$ cat config.mk
export PLATFORM = sky130hd
export DESIGN_NAME = gpio_collector
export DESIGN_NICKNAME = d
export VERILOG_FILES = /design/src/rtl/gpio_collector_pkg.sv /design/src/rtl/gpio_collector_debouncer.sv /design/src/rtl/gpio_collector.sv
export SDC_FILE = /design/constraint.sdc
export NUM_CORES = 1
export LEC_CHECK = 0
export CAP_MARGIN = 15
export CORE_MARGIN = 8
export CORE_UTILIZATION = 49
export CTS_BUF_LIST = sky130_fd_sc_hd__clkbuf_2
export CTS_CLUSTER_SIZE = 24
export DETAILED_ROUTE_END_ITERATION = 7
export GPL_TIMING_DRIVEN = 0
export PLACE_DENSITY = 0.66
export SETUP_SLACK_MARGIN = 0.2
export SLEW_MARGIN = 30
export SYNTH_ARGS = -nofsm -noshare
export SYNTH_HDL_FRONTEND = slang
export SYNTH_HIERARCHICAL = 1
export SYNTH_SLANG_ARGS = --single-unit
$ cat constraint.sdc
create_clock -name aclk -period 4.5 [get_ports aclk]
set_input_delay 0.9 -clock aclk [delete_from_list [all_inputs] [get_ports aclk]]
set_output_delay 0.9 -clock aclk [all_outputs]
set_load 0.01 [all_outputs]
$ cat src/rtl/gpio_collector_pkg.sv
// Shared constants for the GPIO collector: gpio_i bit map, raw input
// polarity and the control FSM state type.
package gpio_collector_pkg;

  localparam int unsigned NUM_IN  = 5;
  localparam int unsigned NUM_EVT = 5;
  localparam int unsigned GPIO_W  = 15;

  // Bits of raw_in that are active-low on the board (pwr_btn_n, chrg_stat_n, sd_cd_n)
  localparam logic [NUM_IN-1:0] RAW_POLARITY = 5'b01101;

  // gpio_i layout
  localparam int unsigned LVL_LSB = 0;
  localparam int unsigned EVT_LSB = 5;
  localparam int unsigned LP_BIT  = 10;

  typedef enum logic {
    ST_INIT,
    ST_RUN
  } ctrl_state_t;

endpackage

$ cat src/rtl/gpio_collector_debouncer.sv
// One board input: 2-flop synchronizer, polarity normalisation, stable-count
// debounce and a combinational change strobe aligned with the level update.
module input_debouncer #(
  parameter int unsigned DEBOUNCE_CYCLES = 1000000,
  parameter bit          INVERT          = 1'b0
) (
  input  logic clk,
  input  logic rst_n,
  input  logic raw,
  input  logic load,
  input  logic run,
  output logic level,
  output logic change
);

  localparam int unsigned     CW   = $clog2(DEBOUNCE_CYCLES);
  localparam logic [CW-1:0]   TERM = CW'(DEBOUNCE_CYCLES - 1);

  logic [1:0]    sync_q;
  logic          norm;
  logic [CW-1:0] cnt_q;
  logic          level_q;

  assign norm   = sync_q[1] ^ INVERT;
  assign change = run && (norm != level_q) && (cnt_q == TERM);
  assign level  = level_q;

  // Two-stage synchronizer for the asynchronous board pin
  always_ff @(posedge clk or negedge rst_n) begin
    if (!rst_n) sync_q <= '0;
    else        sync_q <= {sync_q[0], raw};
  end

  // Stable level: direct load at end of INIT, otherwise debounce counter
  always_ff @(posedge clk or negedge rst_n) begin
    if (!rst_n) begin
      cnt_q   <= '0;
      level_q <= 1'b0;
    end else if (load) begin
      cnt_q   <= '0;
      level_q <= norm;
    end else if (run) begin
      if (norm != level_q) begin
        if (cnt_q == TERM) begin
          cnt_q   <= '0;
          level_q <= ~level_q;
        end else begin
          cnt_q <= cnt_q + 1'b1;
        end
      end else begin
        cnt_q <= '0;
      end
    end
  end

endmodule

$ cat src/rtl/gpio_collector.sv
// GPIO collector: debounces five board inputs, latches sticky change and
// long-press events for an AXI GPIO input channel and raises a level irq.
module gpio_collector
  import gpio_collector_pkg::*;
#(
  parameter int unsigned DEBOUNCE_CYCLES   = 1000000,
  parameter int unsigned LONG_PRESS_CYCLES = 300000000
) (
  input  logic              aclk,
  input  logic              aresetn,
  input  logic [NUM_IN-1:0] raw_in,
  input  logic [NUM_EVT:0]  evt_clr,
  output logic [GPIO_W-1:0] gpio_i,
  output logic              irq
);

  localparam int unsigned   DW    = $clog2(DEBOUNCE_CYCLES);
  localparam logic [DW-1:0] DTERM = DW'(DEBOUNCE_CYCLES - 1);
  localparam int unsigned   LW    = $clog2(LONG_PRESS_CYCLES);
  localparam logic [LW-1:0] LTERM = LW'(LONG_PRESS_CYCLES - 1);

  ctrl_state_t       state_q;
  logic [DW-1:0]     init_cnt_q;
  logic              load;
  logic              run;
  logic [NUM_IN-1:0] level;
  logic [NUM_IN-1:0] change;
  logic [NUM_EVT:0]  clr_q;
  logic [NUM_EVT:0]  clr_rise;
  logic [NUM_EVT:0]  evt_set;
  logic [NUM_EVT:0]  evt_q;
  logic [LW-1:0]     lp_cnt_q;
  logic              lp_done_q;
  logic              lp_set;

  assign load = (state_q == ST_INIT) && (init_cnt_q == DTERM);
  assign run  = (state_q == ST_RUN);

  for (genvar i = 0; i < NUM_IN; i++) begin : g_in
    input_debouncer #(
      .DEBOUNCE_CYCLES(DEBOUNCE_CYCLES),
      .INVERT         (RAW_POLARITY[i])
    ) u_deb (
      .clk   (aclk),
      .rst_n (aresetn),
      .raw   (raw_in[i]),
      .load  (load),
      .run   (run),
      .level (level[i]),
      .change(change[i])
    );
  end

  // Control FSM: settle for one debounce period, then run
  always_ff @(posedge aclk or negedge aresetn) begin
    if (!aresetn) begin
      state_q    <= ST_INIT;
      init_cnt_q <= '0;
    end else begin
      case (state_q)
        ST_INIT: begin
          if (init_cnt_q == DTERM) begin
            state_q    <= ST_RUN;
            init_cnt_q <= '0;
          end else begin
            init_cnt_q <= init_cnt_q + 1'b1;
          end
        end
        default: state_q <= ST_RUN;
      endcase
    end
  end

  // Long press: count while pressed, saturate, fire once per press
  always_ff @(posedge aclk or negedge aresetn) begin
    if (!aresetn) begin
      lp_cnt_q  <= '0;
      lp_done_q <= 1'b0;
    end else if (!level[0]) begin
      lp_cnt_q  <= '0;
      lp_done_q <= 1'b0;
    end else if (lp_cnt_q != LTERM) begin
      lp_cnt_q <= lp_cnt_q + 1'b1;
    end else begin
      lp_done_q <= 1'b1;
    end
  end

  assign lp_set   = level[0] && (lp_cnt_q == LTERM) && !lp_done_q;
  assign evt_set  = {lp_set, change};
  assign clr_rise = evt_clr & ~clr_q;

  // Sticky events with registered clear edge detect; set beats clear
  always_ff @(posedge aclk or negedge aresetn) begin
    if (!aresetn) begin
      clr_q <= '0;
      evt_q <= '0;
      irq   <= 1'b0;
    end else begin
      clr_q <= evt_clr;
      evt_q <= evt_set | (evt_q & ~clr_rise);
      irq   <= |evt_q;
    end
  end

  // Output map onto the AXI GPIO input channel
  always_comb begin
    gpio_i                          = '0;
    gpio_i[LVL_LSB +: NUM_IN]       = level;
    gpio_i[EVT_LSB +: NUM_EVT]      = evt_q[NUM_EVT-1:0];
    gpio_i[LP_BIT]                  = evt_q[NUM_EVT];
  end

endmodule

==> results by group <==
STA
  – Slew Limit Fails: 0
  – RSZ-0062 raised after global routing: false
  – Period minus WS final: 3060 ps
  – Period utilization: 0.679
  – Final hold slack: 384 ps
  – Count of final setup violators: 0
  – Hold Vio Cnt, Final: 0
  – Fmax: 0.327 GHz
  – Slew HR: 0.526
  – Clock Skew: 27.0 ps
  – Worst Max-Slew Pin Slew: 705 ps

Clock network
  – Cts bufs inserted: 17
  – H-tree lvl count: 4
  – CTS Hold Bufs: 1
  – Post-CTS Resized: 0
  – CTS tree: built
  – Clock Path Buffers: 2
  – Sink Count: 179
  – Root Driver: clkbuf_2
  – Clock-pin slew on the worst setup and hold paths: 280 ps
  – # Post-CTS Setup Buffers: 0
  – Skew-Pair Late Insertion Delay: 730 ps

GRT
  – Gr ovfl total: 0
  – Largest net degree at the start of global routing: 67
  – Vias in the first global route: 7416
  – Initial antenna violation count: 1
  – First-pass GRT wire length: 36000 um
  – Gr usage total: 0.177

Setup path
  – Crit path max-delay family: simple AND/OR/NAND/NOR gates
  – CP Capture Type: flop
  – WS Path Type: reg -> reg
  – Worst Path Required: 5160 ps
  – Startpoint types: flop
  – Slowest CP cell: dfrtp_1
  – Crit-path max FO: 10
  – Worst Path Arrival: 3710 ps
  – Crit path cell chain: ha_1 > nand2_1 > or4_1 > nor3_2 > buf_4 > buf_4 > nor2_1 > nor3_1 > nand3_1 > xor2_1 > nor2_1
  – Maximum single-stage delay on the critical path: 470 ps
  – Buf/Inv on CP: 2

Yosys
  – Sequential element share of the synthesized area: 0.468
  – Syn_area_per_cell: 9.76 um2
  – Post-synth EDFFs: 0
  – Mapped Area: 9570 um2
  – Post-synth top flop: dfrtp_1
  – Unique cell type count in the Yosys netlist: 62
  – YS warnings: 6
  – Mapped Cells: 981
  – Yosys reg bits: 179
  – Ys async rst share: 1.00

Power
  – Part of the power in registers: 0.652
  – Combinational share of power: 0.028
  – Power per Cell Area: 237 nW/um2
  – Cell Int Power: 1.82 mW
  – Sw Pwr: 0.668 mW
  – Sw frac: 0.268
  – Worst VDD drop: 0.000176 V
  – Design Power: 2.49 mW
  – Part of the power in the clock network: 0.319
  – Static Leak: 4.42 nW

Detailed routing
  – Antenna-violating nets left: 0
  – Routed WL: 20200 um
  – DR iter-0 viols: 474
  – Via count: 7585
  – WL/cell: 15.4 um
  – First-pass DRT Iterations: 8
  – DR vias/cell: 5.78
  – DRC viols: 0

Flow run
  – Max Cap Viol: 0

Placement
  – Cell Area, Placed: 10200 um2
  – Port buffer count: 24
  – Gpl congestion: 0.864
  – Hpwl dp: 14000 um
  – Placed Cells: 1278

Worst hold path
  – Hold Crit Class: reg -> reg

Floorplan
  – Row count: 51
  – Core area: 19300 um2
  – Initial core utilization: 0.495
  – Io pins: 29
  – DIE AREA: 24300 um2
  – DIE WIDTH: 156 um
  – Chip height: 156 um

Status
  – Status: finished clean

Final layout
  – Layout cells sized above 1: 0.130
  – Layout area overhead: 9.50%
  – Fin nets: 1053
  – Non-filler instance count after layout: 1313
  – Post-route cell area: 10500 um2
==> registers in the layout, summed over array words and instances (netlist names) <==
signal             cells
run                    1
lp_cnt_q              29
irq                    1
g_in.u_deb/sync_q     10
g_in.u_deb/cnt_q     100
init_cnt_q            20
g_in.u_deb/level       5
evt_q                  6
clr_q                  6
lp_done_q              1
==> cell usage after synthesis, drive strengths merged, types with 2 or more instances <==
cell type	instances	area share
dfrtp	179	0.47
nand2	101	0.040
nor2	78	0.032
nand3	70	0.037
a31oi	69	0.045
o21ai	47	0.025
nand4	43	0.028
xnor2	37	0.034
a21oi	32	0.019
buf	28	0.026
and3	25	0.017
nor3	25	0.016
and2	24	0.016
nand2b	23	0.015
nor4	21	0.021
xor2	21	0.019
a41oi	17	0.018
and4	15	0.015
nand3b	15	0.012
a21o	13	0.010
inv	13	0.0051
or4	11	0.0097
a22o	7	0.0071
ha	7	0.0091
mux2	6	0.0071
nand4b	5	0.0046
o211ai	5	0.0039
or2	5	0.0033
a211oi	4	0.0071
clkbuf	4	0.0016
mux2i	4	0.0042
a22oi	3	0.0024
and3b	3	0.0027
dlymetal6s2s	3	0.0039
or4b	3	0.0031
a211o	2	0.0018
o21a	2	0.0016
or2b	2	0.0018
or3	2	0.0013
==> power groups by stage <==
stage,Combinational (mW),Sequential [mW],Clock [mW]
2_1_floorplan,0.0184,1.65,0
3_3_place_gp,0.0659,1.65,0
3_5_place_dp,0.0731,1.65,0
4_1_cts,0.0740,1.62,0.844
5_1_grt,0.0823,1.63,0.914
6_report,0.0706,1.62,0.795
==> worst paths after layout <==
path / startpoint / end / slack, ps / cells after the start
worst max-delay path: init_cnt_q[0] / g_in[1].u_deb/cnt_q[11] / 1440 / 11
worst min-delay path: g_in[3].u_deb/sync_q[0] / g_in[3].u_deb/sync_q[1] / 380 / 0
worst max register to register: init_cnt_q[0] / g_in[1].u_deb/cnt_q[11] / 1440 / 11
worst min register to register: g_in[3].u_deb/sync_q[0] / g_in[3].u_deb/sync_q[1] / 380 / 0
max in group asynchronous: aresetn / run / 2860 / 4
min in group asynchronous: aresetn / g_in[3].u_deb/cnt_q[8] / 620 / 2
==> metrics by stage <==
stage | util | setup TNS [ps] | setup slack, ps
6_report | 0.542 | 0 | 1440
5_1_grt | 0.542 | 0 | 1190
4_1_cts | 0.542 | 0 | 1410
3_5_place_dp | 0.530 | 0 | 1440
3_3_place_gp | 0.525 | -978010 | -5030
2_1_floorplan | - | 0 | 626
==> cell usage in the layout, fill, tap and decap left out, types with 12 or more instances in the layout <==
cell,Yosys,final
nor3_1,19,18
nor2_1,73,73
and2_1,24,24
xnor2_1,37,37
xor2_1,21,21
nand3_1,70,70
nand4_1,43,43
nand3b_1,15,15
a41oi_1,14,14
a31oi_1,69,69
o21ai_0,38,38
nand2_1,101,101
a21oi_1,27,27
nand2b_1,23,23
clkbuf_2,0,17
dfrtp_1,179,178
inv_1,13,13
and4_1,12,12
and3_1,19,19
buf_6,14,14
buf_4,9,12
clkdlybuf4s50_1,0,23
nor4_1,14,14
==> cell families (layout without fill, tap and decap cells) <==
| group | after synthesis | after routing | synth area share |
|---|---|---|---|
| AO/OA/AOI/OAI | 203 | 203 | 0.143 |
| other | 1 | 6 | 0.000392 |
| adder cells (fa/ha/maj) | 7 | 7 | 0.00915 |
| buffers and inverters | 48 | 110 | 0.0367 |
| flip-flops | 179 | 179 | 0.468 |
| AND/OR/NAND/NOR | 475 | 475 | 0.278 |
| XOR/XNOR | 58 | 58 | 0.0531 |
| multiplexers | 10 | 10 | 0.0112 |
==> layout make-up <==
| type | count | area, um2 |
|---|---|---|
| Antenna cell | 2 | 5.00 |
| Buffer | 35 | 303 |
| Clock buffer | 17 | 85.1 |
| Clock inverter | 15 | 138 |
| Fill cell | 1794 | 8850 |
| Inverter | 13 | 48.8 |
| Multi-Input combinational cell | 757 | 4760 |
| Sequential cell | 179 | 4480 |
| Tap cell | 265 | 332 |
| Timing Repair Buffer | 30 | 333 |
==> layer usage <==
layer  vias to the layer above  track usage  share of wire
met2                       127        0.281           0.47
met1                      3712        0.245           0.49
met5                         -            0              0
li1                       3732            -              -
met4                         0       0.0453         0.0095
met3                        14       0.0335          0.033
No activity file was read; power rests on OpenSTA's default activity.
